==> config.mk <==
export PLATFORM = sky130hd
export DESIGN_NAME = ball_motion_ctrl
export DESIGN_NICKNAME = d
export VERILOG_FILES = /design/src/rtl/ball_motion_ctrl.sv
export SDC_FILE = /design/constraint.sdc
export NUM_CORES = 1
export LEC_CHECK = 0
export ABC_CLOCK_PERIOD_IN_PS = 4110
export BUFFER_PORTS_ARGS = -buffer_cell sky130_fd_sc_hd__clkbuf_2
export CORE_UTILIZATION = 30
export CTS_CLUSTER_DIAMETER = 60
export DETAILED_ROUTE_END_ITERATION = 7
export PLACE_DENSITY = 0.48
export SYNTH_ARGS = -nofsm -noshare
export SYNTH_HDL_FRONTEND = slang
export SYNTH_SLANG_ARGS = --single-unit
==> constraint.sdc <==
create_clock -name clk -period 4.11 [get_ports clk]
set_input_delay 0.411 -clock clk [delete_from_list [all_inputs] [get_ports clk]]
set_output_delay 0.411 -clock clk [all_outputs]
set_load 0.03 [all_outputs]
==> src/rtl/ball_motion_ctrl.sv <==
// ----------------------------------------------------------------------------
// ball_motion_ctrl
//
// Produces registered ball coordinates for the VGA drawing logic. Horizontal
// motion is free-running (wrap or bounce). Vertical motion follows the
// debounced left/right buttons, and holding a button steps faster. A
// synchronous load strobe places y directly. All motion is paced by a
// programmable tick divider that only runs while the block is enabled.
//
// Ports
//   clk       in   system clock, all state on the rising edge
//   reset     in   asynchronous, active-high reset
//   en        in   motion enable; 0 freezes motion
//   left      in   move up (decrement y), sampled on ticks only
//   right     in   move down (increment y), sampled on ticks only
//   x_mode    in   0 = wrap, 1 = bounce
//   load      in   one-cycle strobe, loads clamp(y_load) into y_ball
//   y_load    in   [Y_W-1:0] y value for load
//   x_ball    out  [X_W-1:0] current x
//   y_ball    out  [Y_W-1:0] current y
//   x_dir     out  horizontal direction, 1 = increasing
//   x_edge    out  one-cycle pulse on a wrap or bounce event
//   at_y_min  out  y_ball == Y_MIN
//   at_y_max  out  y_ball == Y_MAX
// ----------------------------------------------------------------------------
module ball_motion_ctrl #(
   parameter int X_W         = 9,
   parameter int Y_W         = 10,
   parameter int X_MIN       = 0,
   parameter int X_MAX       = 479,
   parameter int X_INIT      = 0,
   parameter int Y_MIN       = 84,
   parameter int Y_MAX       = 596,
   parameter int Y_INIT      = 340,
   parameter int X_STEP      = 1,
   parameter int Y_STEP      = 1,
   parameter int Y_STEP_FAST = 4,
   parameter int HOLD_TICKS  = 8,
   parameter int TICK_DIV    = 4
) (
   input  logic           clk,
   input  logic           reset,
   input  logic           en,
   input  logic           left,
   input  logic           right,
   input  logic           x_mode,
   input  logic           load,
   input  logic [Y_W-1:0] y_load,
   output logic [X_W-1:0] x_ball,
   output logic [Y_W-1:0] y_ball,
   output logic           x_dir,
   output logic           x_edge,
   output logic           at_y_min,
   output logic           at_y_max
);

   // -------------------------------------------------------------------------
   // Derived widths and sized constants
   // -------------------------------------------------------------------------
   localparam int DIV_W  = (TICK_DIV > 1)   ? $clog2(TICK_DIV)       : 1;
   localparam int HOLD_W = (HOLD_TICKS > 0) ? $clog2(HOLD_TICKS + 1) : 1;

   localparam logic [DIV_W-1:0]  DIV_LAST = DIV_W'(TICK_DIV - 1);
   localparam logic [HOLD_W-1:0] HOLD_MAX = HOLD_W'(HOLD_TICKS);

   // Arithmetic is done one bit wider than the coordinate so that the
   // saturating compares can never wrap around.
   localparam logic [Y_W:0] Y_MIN_E       = (Y_W+1)'(Y_MIN);
   localparam logic [Y_W:0] Y_MAX_E       = (Y_W+1)'(Y_MAX);
   localparam logic [Y_W:0] Y_STEP_E      = (Y_W+1)'(Y_STEP);
   localparam logic [Y_W:0] Y_STEP_FAST_E = (Y_W+1)'(Y_STEP_FAST);
   localparam logic [X_W:0] X_MIN_E       = (X_W+1)'(X_MIN);
   localparam logic [X_W:0] X_MAX_E       = (X_W+1)'(X_MAX);
   localparam logic [X_W:0] X_STEP_E      = (X_W+1)'(X_STEP);

   localparam logic [Y_W-1:0] Y_MIN_V  = Y_W'(Y_MIN);
   localparam logic [Y_W-1:0] Y_MAX_V  = Y_W'(Y_MAX);
   localparam logic [Y_W-1:0] Y_INIT_V = Y_W'(Y_INIT);
   localparam logic [X_W-1:0] X_MIN_V  = X_W'(X_MIN);
   localparam logic [X_W-1:0] X_MAX_V  = X_W'(X_MAX);
   localparam logic [X_W-1:0] X_INIT_V = X_W'(X_INIT);

   typedef enum logic {
      IDLE = 1'b0,
      RUN  = 1'b1
   } state_t;

   // Direction of the most recent vertical tick, remembered so that a held
   // button can be told apart from a fresh press.
   typedef enum logic [1:0] {
      DIR_NONE = 2'd0,
      DIR_UP   = 2'd1,
      DIR_DOWN = 2'd2
   } vdir_t;

   state_t             state;
   state_t             state_next;
   logic [DIV_W-1:0]   div_cnt;
   logic               tick;

   vdir_t              last_dir;
   vdir_t              tick_dir;
   logic [HOLD_W-1:0]  hold_cnt;
   logic [HOLD_W-1:0]  hold_new;
   logic [Y_W:0]       y_ext;
   logic [Y_W:0]       y_step;
   logic [Y_W:0]       y_load_ext;
   logic [Y_W-1:0]     y_move;
   logic [Y_W-1:0]     y_clamp;

   logic [X_W:0]       x_ext;
   logic [X_W:0]       x_inc;
   logic [X_W-1:0]     x_next;
   logic               dir_next;
   logic               edge_next;

   // -------------------------------------------------------------------------
   // Run/idle FSM
   // -------------------------------------------------------------------------
   // NOTE: state registers use non-blocking assignments so every flop samples
   // the pre-edge values of the others, independent of block ordering.
   always_ff @(posedge clk or posedge reset) begin
      if (reset) begin
         state <= IDLE;
      end else begin
         state <= state_next;
      end
   end

   // NOTE: every output of a combinational block gets a default first, so no
   // path through the case/if tree leaves it unassigned (which infers a latch).
   always_comb begin
      state_next = state;
      case (state)
         IDLE:    if (en)  state_next = RUN;
         RUN:     if (!en) state_next = IDLE;
         default: state_next = IDLE;
      endcase
   end

   // -------------------------------------------------------------------------
   // Tick divider: zero while idle and on the first RUN cycle, so the first
   // tick lands TICK_DIV cycles into a run.
   // -------------------------------------------------------------------------
   always_ff @(posedge clk or posedge reset) begin
      if (reset) begin
         div_cnt <= '0;
      end else if (state != RUN || state_next != RUN) begin
         div_cnt <= '0;
      end else if (div_cnt == DIV_LAST) begin
         div_cnt <= '0;
      end else begin
         div_cnt <= div_cnt + 1'b1;
      end
   end

   assign tick = (state == RUN) && (div_cnt == DIV_LAST);

   // -------------------------------------------------------------------------
   // Vertical path: direction decode, hold counter, saturating step, load clamp
   // -------------------------------------------------------------------------
   always_comb begin
      tick_dir = DIR_NONE;
      if (left && !right) begin
         tick_dir = DIR_UP;
      end else if (right && !left) begin
         tick_dir = DIR_DOWN;
      end

      // A held direction keeps counting; the first tick in a new direction
      // (or after a release or load, which clear hold_cnt) counts as 1.
      hold_new = '0;
      if (tick_dir != DIR_NONE) begin
         if (tick_dir == last_dir && hold_cnt != '0) begin
            hold_new = (hold_cnt >= HOLD_MAX) ? HOLD_MAX : hold_cnt + 1'b1;
         end else begin
            hold_new = HOLD_W'(1);
         end
      end

      // The step for this tick already reflects this tick's hold count.
      y_step = (hold_new >= HOLD_MAX) ? Y_STEP_FAST_E : Y_STEP_E;
      y_ext  = {1'b0, y_ball};

      y_move = y_ball;
      case (tick_dir)
         DIR_UP: begin
            if (y_ext < Y_MIN_E + y_step) y_move = Y_MIN_V;
            else                          y_move = Y_W'(y_ext - y_step);
         end
         DIR_DOWN: begin
            if (y_ext + y_step > Y_MAX_E) y_move = Y_MAX_V;
            else                          y_move = Y_W'(y_ext + y_step);
         end
         default: y_move = y_ball;
      endcase

      y_load_ext = {1'b0, y_load};
      if (y_load_ext < Y_MIN_E) begin
         y_clamp = Y_MIN_V;
      end else if (y_load_ext > Y_MAX_E) begin
         y_clamp = Y_MAX_V;
      end else begin
         y_clamp = y_load;
      end
   end

   // Load outranks the tick and is honoured in any FSM state.
   always_ff @(posedge clk or posedge reset) begin
      if (reset) begin
         y_ball   <= Y_INIT_V;
         hold_cnt <= '0;
         last_dir <= DIR_NONE;
      end else if (load) begin
         y_ball   <= y_clamp;
         hold_cnt <= '0;
         last_dir <= DIR_NONE;
      end else if (tick) begin
         y_ball   <= y_move;
         hold_cnt <= hold_new;
         last_dir <= tick_dir;
      end
   end

   assign at_y_min = (y_ball == Y_MIN_V);
   assign at_y_max = (y_ball == Y_MAX_V);

   // -------------------------------------------------------------------------
   // Horizontal path. x_mode is read on the tick itself, so a mode change
   // takes effect at the next tick; wrap mode always drives x_dir back to 1.
   // -------------------------------------------------------------------------
   always_comb begin
      x_ext     = {1'b0, x_ball};
      x_inc     = x_ext + X_STEP_E;
      x_next    = x_ball;
      dir_next  = x_dir;
      edge_next = 1'b0;

      if (!x_mode) begin
         dir_next = 1'b1;
         if (x_inc > X_MAX_E) begin
            x_next    = X_MIN_V;
            edge_next = 1'b1;
         end else begin
            x_next = X_W'(x_inc);
         end
      end else if (x_dir) begin
         if (x_inc >= X_MAX_E) begin
            x_next    = X_MAX_V;
            dir_next  = 1'b0;
            edge_next = 1'b1;
         end else begin
            x_next = X_W'(x_inc);
         end
      end else begin
         if (x_ext <= X_MIN_E + X_STEP_E) begin
            x_next    = X_MIN_V;
            dir_next  = 1'b1;
            edge_next = 1'b1;
         end else begin
            x_next = X_W'(x_ext - X_STEP_E);
         end
      end
   end

   always_ff @(posedge clk or posedge reset) begin
      if (reset) begin
         x_ball <= X_INIT_V;
         x_dir  <= 1'b1;
         x_edge <= 1'b0;
      end else begin
         // Pulse lasts exactly the cycle that shows the updated x_ball.
         x_edge <= tick && edge_next;
         if (tick) begin
            x_ball <= x_next;
            x_dir  <= dir_next;
         end
      end
   end

endmodule

; ---- Word-level counts from Yosys, hierarchy flattened
; Index checks and enable logic that the tools add are counted.
; W data, S select, Z words.
[word_totals]
ff_bits = 30
in_bits = 17
[classes]
n_addsub = 7
magnitude_cmp = 9
eq_ne = 6
mux = 33
bitwise_logic = 2
reduce_logical = 13
[ops]
columns = operator, count
row1 = $mux W10, 6
row2 = $mux W9, 5
row3 = $mux W4, 5
row4 = $pmux W10 S2, 1
row5 = $mux W2, 6
row6 = $add A10 B3 Y11, 1
row7 = $gt A11 B10 Y1 const B, 1
row8 = $add A9 B1 Y10 const B, 1
row9 = $eq A10 B10 Y1 const B, 1
row10 = $eq A10 B7 Y1 const B, 1
row11 = $ge A10 B9 Y1 const B, 1
row12 = $gt A10 B10 Y1 const B, 1
row13 = $gt A10 B9 Y1 const B, 1
row14 = $lt A10 B7 Y1 const B, 1
row15 = $lt A10 B8 Y1, 1
row16 = $sub A10 B3 Y10, 1
row17 = $le A9 B1 Y1 const B, 1
row18 = $mux W1, 9
row19 = $sub A9 B1 Y9 const B, 1
row20 = $add A7 B3 Y8 const A, 1
row21 = $ge A4 B4 Y1 const B, 2
row22 = $logic_and A1 B1 Y1, 5
row23 = $add A4 B1 Y4 const B, 1
row24 = $eq A2 B2 Y1 const B, 2
row25 = other kinds (11), 14

; ---- Depth between registers and ports, before layout
; Gate-level depths: netlist (run 1).
[logic_depth]
depth_word = 16
mapped_depth = 16

; ---- Worst setup path before layout (run 1)
; No wires, ideal clock.
[synth_timing]
path_kind = input port to flip-flop
start = in left
end = reg y_ball[7]
arrival_ns = 3.121
path_slack_ns = 0.858
stages = 13
n_path_buf = 2
cell_sequence = inv_1 -> ha_1 -> clkbuf_1 -> xnor2_1 -> nand2_1 -> nor3_1 -> ha_1 -> buf_6 -> a31o_2 -> or4b_4 -> nand4_4 -> a211oi_1 -> or3_1
[synth_between]
elab_chain_len = 16
word_cells_on_any_way = 26
cone_classes = 3 x add/sub / 3 x order compare / 3 x eq/ne / 10 x mux / 7 x reduce/logical
[synth_lines]
columns = element, line_no
row1 = start: declaration, 44  ; input logic left,
row2 = $logic_not A1 Y1, 166  ; end else if (right && !left) begin
row3 = $logic_and A1 B1 Y1, 166
row4 = $mux W2, 166
row5 = $mux W2 *, 164  ; if (left && !right) begin
row6 = $eq A2 B2 Y1, 174  ; if (tick_dir == last_dir && hold_cnt != '0) begin
row7 = $logic_and A1 B1 Y1, 174
row8 = $mux W4, 174
row9 = $mux W4, 173  ; if (tick_dir != DIR_NONE) begin
row10 = $ge A4 B4 Y1, 182  ; y_step = (hold_new >= HOLD_MAX) ? Y_STEP_FAST_E : Y_STEP_E;
row11 = $mux W3, 182
row12 = $add A10 B3 Y11 or $add A7 B3 Y8 (tied branches), "193, 188"
row13 = $gt A11 B10 Y1 or $lt A10 B8 Y1 (tied branches), "192, 188"
row14 = "$mux W10, on equally long branches", "192, 188"
row15 = $pmux W10 S2, 186  ; case (tick_dir)
row16 = $mux W10, 218  ; end else if (tick) begin
row17 = $mux W10, 214  ; end else if (load) begin
row18 = end signal: assignment, 215  ; y_ball <= y_clamp;
row19 = end signal: assignment, 219  ; y_ball <= y_move;
row20 = end: declaration, 50  ; output logic [Y_W-1:0] y_ball,
; Every way passes the cells marked *; elsewhere a longest branch is shown, timed or not. The select of a mux whose other input is x is not followed.
; A chain may end at the register's enable or synchronous reset.

; ---- Worst setup path in the final report (run 1)
[layout_timing]
start = reg hold_cnt[0]
end = reg y_ball[4]
[layout_between]
elab_chain_len = 12
word_cells_on_any_way = 19
cone_classes = 4 x add/sub / 4 x order compare / 9 x mux / 2 x reduce/logical
[layout_lines]
columns = element, line_no
row1 = start: declaration, 103  ; logic [HOLD_W-1:0] hold_cnt;
row2 = start signal: assignment, 220  ; hold_cnt <= hold_new;
row3 = "$add A4 B1 Y4, or another cell as far along", 175  ; hold_new = (hold_cnt >= HOLD_MAX) ? HOLD_MAX : hold_cnt + 1'b1;
row4 = $mux W4 or $logic_and A1 B1 Y1 (tied branches), "175, 174"
row5 = $mux W4 *, 174
row6 = $mux W4 *, 173
row7 = $ge A4 B4 Y1 *, 182
row8 = $mux W3 *, 182
row9 = $add A10 B3 Y11 or $add A7 B3 Y8 (tied branches), "193, 188"
row10 = $gt A11 B10 Y1 or $lt A10 B8 Y1 (tied branches), "192, 188"
row11 = "$mux W10, on equally long branches", "192, 188"
row12 = $pmux W10 S2 *, 186
row13 = $mux W10 *, 218
row14 = $mux W10 *, 214
; Marks and branches as above.

==> flow_summary_export.csv, run 1 <==
group,metric,value,unit
global_route,grt_pass1_vias,2766,
critical_path,cp.arrival,3.62,ns
clocking,cts_made_buffers,5,
global_route,grtUsageTotal,0.180,
placed_design,placed_area,0.00324,sq mm
synth,synthFlopType,"dfrtp_1",
clocking,h-tree-depth,2,
synth,syn_inst,390,
power,max-vdd-ir-drop,126,uV
floorplan,coreArea,0.00973,sq mm
layout,final_cells,544,
clocking,cts_tree,"done",
critical_path,crit_top_cell,"ha_1",
critical_path,critPathMaxStageDelay,0.41,ns
power,p_total,1.02,mW
synth,synth.net_count,423,
detailed_routing,routed_wl,8.90,mm
global_route,grt_pass1_wl,14.5,mm
power,power_per_cell_area,305,mW/mm^2
sta,fin_tns_setup,0,ns
global_route,grt_max_degree,31,
floorplan,rows,36,
critical_path,worstSetupEndpointType,"flop",
critical_path,path_cells,"inv_1, ha_1, a21oi_1, nand2_1, nor3_1, inv_1, ha_1, ha_1, nor2_1, and4_1, a31oi_1, a221o_1, o31ai_4, a21oi_1, o21a_1",
clocking,clk_latency,0.28,ns
global_route,gr-total-overflow,0,
sta,finalSetupViolCount,0,
sta,max_freq,294,MHz
critical_path,critPathTopFamily,"compound AO/OA/AOI/OAI gates",
synth,synth-async-reset-ratio,1.00,
detailed_routing,drt-initial-drc-count,271,
sta,rsz0062_at_grt,"false",
floorplan,io_pins,40,
detailed_routing,ant_nets,0,
synth,synth_edf_count,0,
clocking,clk_pin_slew_worst_paths,0.08,ns
critical_path,cp_max_fo,5,
run_status,outcome,"finished clean",
sta,hold_viol,0,
power,leakage,1.39,nW
sta,fin_crit,3.40,ns
critical_path,path_class,"reg -> reg",
critical_path,critPathLaunchType,"flop",
layout,drive_gt1_frac,0.190,
detailed_routing,drtPass1Iterations,5,
synth,synth.top_cell.area_share,0.208,
layout,postLayoutCoreUtil,0.342,
placed_design,gp_congestion,0.922,
critical_path,worstRegToRegCells,15,
global_route,antenna_found_initial,0,
sta,slew_violations,0,
sta,final.period_utilization,0.827,
floorplan,start_util,0.309,
critical_path,cp.required,4.33,ns
detailed_routing,vias,2995,
layout,multi_input_area,0.00202,sq mm
sta,relSlewSlack,0.509,
sta,hold_ws,0.190,ns
sta,worst_slew_pin_slew,0.735,ns
clocking,clock_path_buffers,2,
synth,synth.top_cells.by_area,"dfrtp_1 21%, ha_1 6.7%, nand2_1 5.9%",
detailed_routing,drc,0,
layout,fillerInstances,1069,
synth,ys_warn_count,0,
placed_design,io_buffers,39,
clocking,cts.repair.resized,0,
detailed_routing,wl_per_cell,16.4,um
critical_path,worst-path-stages,15,
job,drv_cap,0,
layout,seq_area,757,sq um
hold_path,hold_path_class,"in -> async",
critical_path,slowest_stage,"dfrtp_1",
layout,finalNetCount,443,
synth,synth.distinct_cells,73,
synth,synth-seq-area-share,0.252,
floorplan,die-area,0.0104,sq mm
clocking,cts-root-buf,"clkbuf_8",
clocking,post_cts_buffers,0,
synth,ys_ff_latch,30,
critical_path,cp.buffers_inverters,2,
placed_design,dpl_worst_slack,0.477,ns
sta,clock_skew,0.0118,ns
placed_design,dp.cells,536,
floorplan,die_x,102,um
synth,synthesis.area,0.00300,sq mm
clocking,cts.sinks,30,
detailed_routing,routed_via_density,5.51,
clocking,holdBufCountCts,0,
layout,stdcell_area,0.00333,sq mm
layout,antenna_cells,0,
sta,worst_slack,0.711,ns
layout,synthToLayoutAreaGrowth,10.7,%
placed_design,dp_hpwl,6.42,mm
synth,syn_avg_cell_area,7.70,sq um
synth,synth_area_leader_cell,"dfrtp_1",
floorplan,die_h,102,um
cell usage in the layout (no fill, tap or decap), types with 3 or more instances in the layout:
cell type | netlist | final
nand2_1 | 47 | 47
clkbuf_2 | 1 | 39
a21oi_1 | 34 | 34
nor2_1 | 32 | 32
o21ai_0 | 25 | 25
dfrtp_1 | 25 | 25
inv_1 | 22 | 22
ha_1 | 16 | 16
nand3_1 | 12 | 12
nor2b_1 | 9 | 9
xnor2_1 | 7 | 7
nor3_1 | 7 | 7
xor2_1 | 7 | 7
a21o_1 | 6 | 6
nor4_1 | 5 | 5
and3_1 | 5 | 5
a211oi_1 | 5 | 5
a31oi_1 | 5 | 5
clkbuf_8 | 0 | 5
dfstp_2 | 5 | 5
nor3b_1 | 4 | 4
and2_1 | 4 | 4
o211ai_1 | 4 | 4
a221oi_1 | 4 | 4
o21ai_2 | 3 | 3
nand2b_1 | 3 | 3
a221o_1 | 3 | 3
a211o_1 | 3 | 3
a22oi_1 | 3 | 3
or3_1 | 3 | 3
nand4_1 | 3 | 3
o21a_1 | 3 | 3
a31o_2 | 3 | 3
buf_4 | 2 | 3
cells in the mapped netlist, drive strengths merged, types with 7 or more instances:
library cell   n
a21o           7
xor2           7
nor2          32
nor2b          9
ha            16
nand3         12
nand2         48
inv           22
nor3           7
o21ai         30
a21oi         34
clkbuf        19
xnor2          7
buf           10
dfrtp         25
worst register-to-register path: stages (launching register included):
cell,delay [ns]
dfrtp_1,0.41
inv_1,0.06
ha_1,0.20
a21oi_1,0.13
nand2_1,0.09
nor3_1,0.34
inv_1,0.17
ha_1,0.27
ha_1,0.25
nor2_1,0.16
and4_1,0.28
a31oi_1,0.19
a221o_1,0.38
o31ai_4,0.10
a21oi_1,0.12
o21a_1,0.20
kinds of logic (layout without fill, tap and decap cells):
kind of cell	after synthesis	in the layout	synth area share
xor+xnor	14	14	0.0408
flops	30	30	0.252
simple gates	148	148	0.252
fa+ha+maj	16	16	0.0666
buf+inv	51	72	0.0758
compound gates	128	128	0.301
mux	3	3	0.0121
sequential cells by signal, indices dropped and copies added (netlist names):
register and count:
y_ball 10, x_dir 1, state 1, hold_cnt 4, x_ball 9, last_dir 2, x_edge 1, div_cnt 2
routing by layer:
metal | track usage | share of wire | up-vias
met5 | 0 | 0 | -
met4 | 0.0352 | 0.0085 | 0
met3 | 0.0274 | 0.073 | 6
met2 | 0.279 | 0.45 | 127
met1 | 0.263 | 0.47 | 1405
li1 | - | - | 1457
power breakdown:
group	total [mW]	internal [mW]	leakage (nW)	switching, mW
sequential	0.399	0.324	0.364	0.0746
clock	0.238	0.117	0.0450	0.120
combinational	0.379	0.146	0.978	0.233
area by class of cell:
class | count | share of cell area
inverter | 22 | 0.0248
timing repair buffer | 42 | 0.0655
tap | 133 | 0.0500
sequential | 30 | 0.228
clock buffer | 6 | 0.0218
clock inverter | 2 | 0.00301
multi-input combinational | 309 | 0.607
path summary, 6_finish.rpt:
kind                        startpoint    endpoint  slack [ns]
min in group clk                    en       state        0.27
setup reg to reg           hold_cnt[0]   y_ball[4]        0.71
hold / removal                   reset   y_ball[3]        0.19
hold reg to reg             div_cnt[0]  div_cnt[0]        0.44
max in group asynchronous        reset   y_ball[8]        3.59
setup / recovery           hold_cnt[0]   y_ball[4]        0.71
Note: power is estimated with default switching activity, not from simulation.
==> inputs of run 2 (changes only) <==
Settings changed: ABC_CLOCK_PERIOD_IN_PS 4110 to 2900, PLACE_DENSITY 0.48 to 0.5.
Clock period 4.11 ns to 2.9 ns, I/O delays scaled along.
==> run 2 against run 1 <==
The run now ends with negative setup slack left. Via count rose by 7.4%. Design area rose by 19%. Global-route usage rose by 1.5 points. Critical path depth did not move. Critical endpoint is now y_ball[1]. Highest routed layer unchanged.
==> flow_summary_export.csv, run 2 (same netlist as run 1, synthesis figures left out) <==
group,metric,value,unit
layout,drive_gt1_frac,0.346,
global_route,grt_pass1_wl,15.9,mm
run_status,outcome,"finished, violations left",
power,p_total,1.68,mW
floorplan,start_util,0.309,
detailed_routing,drtPass1Iterations,4,
floorplan,die-area,0.0104,sq mm
critical_path,slowest_stage,"dfrtp_1",
critical_path,worstRegToRegCells,15,
layout,multi_input_area,0.00229,sq mm
sta,max_freq,325,MHz
layout,synthToLayoutAreaGrowth,31.9,%
layout,finalNetCount,489,
detailed_routing,routed_via_density,5.45,
critical_path,cp.required,3.08,ns
layout,final_cell_mix,"46 x nand2_1, 46 x buf_4, 39 x clkbuf_2, 30 x a21oi_1, 30 x nor2_1",
hold_path,hold_path_class,"in -> async",
sta,worst_slack,-0.176,ns
critical_path,critPathTopFamily,"compound AO/OA/AOI/OAI gates",
global_route,grtUsageTotal,0.195,
critical_path,critPathLaunchType,"flop",
floorplan,io_pins,40,
critical_path,cp.buffers_inverters,3,
clocking,cts.sinks,30,
power,leakage,1.66,nW
clocking,cts_made_buffers,5,
clocking,clock_path_buffers,2,
layout,reg.largest.list,"y_ball x10, x_ball x9, hold_cnt x4",
critical_path,rrSetupSlack,-0.18,ns
clocking,cts-root-buf,"clkbuf_8",
layout,fillerInstances,1043,
floorplan,die_h,102,um
clocking,holdBufCountCts,0,
critical_path,critPathLaunch,"hold_cnt[1]",
sta,rsz0062_at_grt,"true",
global_route,gr-total-overflow,0,
sta,fin_crit,3.08,ns
critical_path,worstSetupEndpointType,"flop",
critical_path,worst-path-stages,15,
power,power_per_cell_area,424,mW/mm^2
critical_path,crit_end,"y_ball[1]",
critical_path,rr_startpoint,"hold_cnt[1]",
clocking,h-tree-depth,2,
critical_path,critPathMaxStageDelay,0.36,ns
sta,worst_slew_pin_slew,0.771,ns
sta,relSlewSlack,0.481,
clocking,clk_latency,0.28,ns
global_route,grt_max_degree,31,
sta,final.period_utilization,1.06,
layout,seq_area,757,sq um
sta,finalSetupViolCount,7,
layout,regMostFlops,"y_ball",
global_route,antenna_found_initial,0,
critical_path,timing.rr.end,"y_ball[1]",
clocking,clk_pin_slew_worst_paths,0.07,ns
sta,slew_violations,0,
sta,clock_skew,0.00576,ns
critical_path,path_cells,"inv_2, ha_4, a21oi_2, nand2_2, nor3_4, ha_4, buf_6, a31o_4, a31o_4, o22ai_4, nand4_4, buf_4, nor2_4, a21oi_2, o32ai_2",
global_route,grt_pass1_vias,3011,
critical_path,cp_max_fo,6,
floorplan,die_x,102,um
power,max-vdd-ir-drop,231,uV
detailed_routing,drc,0,
detailed_routing,routed_wl,9.74,mm
placed_design,gp_congestion,0.876,
sta,hold_ws,0.0589,ns
clocking,cts_tree,"done",
critical_path,path_class,"reg -> reg",
floorplan,coreArea,0.00973,sq mm
layout,antenna_cells,0,
layout,largest_register_ff_count,10,
sta,hold_viol,0,
detailed_routing,wl_per_cell,16.5,um
placed_design,dp_hpwl,7.08,mm
run_status,violations,"negative setup slack",
floorplan,rows,36,
detailed_routing,drt-initial-drc-count,189,
detailed_routing,ant_nets,0,
placed_design,io_buffers,39,
critical_path,cp.arrival,3.26,ns
detailed_routing,vias,3218,
job,drv_cap,0,
-- run 2: area by class of cell --
class / count / area share
inverter: 22 / 0.0208
clock buffer: 7 / 0.0218
timing repair buffer: 88 / 0.145
clock inverter: 1 / 0.00126
sequential: 30 / 0.191
tap: 133 / 0.0420
multi-input combinational: 309 / 0.578
-- run 2: worst min path at each step --
stage	end	start	slack (ns)
2_1_floorplan	state	en	0.32
3_5_place_dp	state	reset	0.39
5_1_grt	x_ball[1]	reset	0.09
4_1_cts	x_ball[1]	reset	0.07
6_report	x_ball[1]	reset	0.06
3_3_place_gp	state	reset	0.38
-- run 2: metrics by stage --
stage          instances  setup slack [ns]   util  TNS [ns]  cell area, sq um
6_report             590            -0.176  0.407    -0.932              3960
5_1_grt              590            -0.292  0.407     -2.07              3960
4_1_cts              583           -0.0367  0.390    -0.187              3800
3_5_place_dp         574            -0.323  0.368     -2.25              3580
3_3_place_gp         574            -0.324  0.368     -2.18              3580
2_1_floorplan        390          0.000790      -         0              3070
-- run 2: where the power goes --
group          internal [mW]  leakage, nW  switching [mW]
logic                  0.344         1.25           0.409
clock network          0.192       0.0482           0.172
registers              0.460        0.364           0.104
-- run 2: repair_timing --
action,4_1_cts,5_1_grt
resized for setup,23,23
cloned,0,0
pin swaps,19,27
setup endpoints to repair,10,10
buffers inserted,1,7
-- run 2: per-layer routing --
layer	vias to the layer above	GRT usage	part of all wire
met5	-	0	0
met4	0	0.0407	0.012
met3	13	0.0301	0.059
met2	116	0.311	0.47
met1	1543	0.277	0.46
li1	1546	-	-
-- run 2: worst register-to-register path, stage by stage (launching register included) --
cell	delay, ns
dfrtp_1	0.36
inv_2	0.06
ha_4	0.16
a21oi_2	0.12
nand2_2	0.09
nor3_4	0.29
ha_4	0.26
buf_6	0.13
a31o_4	0.27
a31o_4	0.24
o22ai_4	0.17
nand4_4	0.17
buf_4	0.18
nor2_4	0.10
a21oi_2	0.06
o32ai_2	0.30
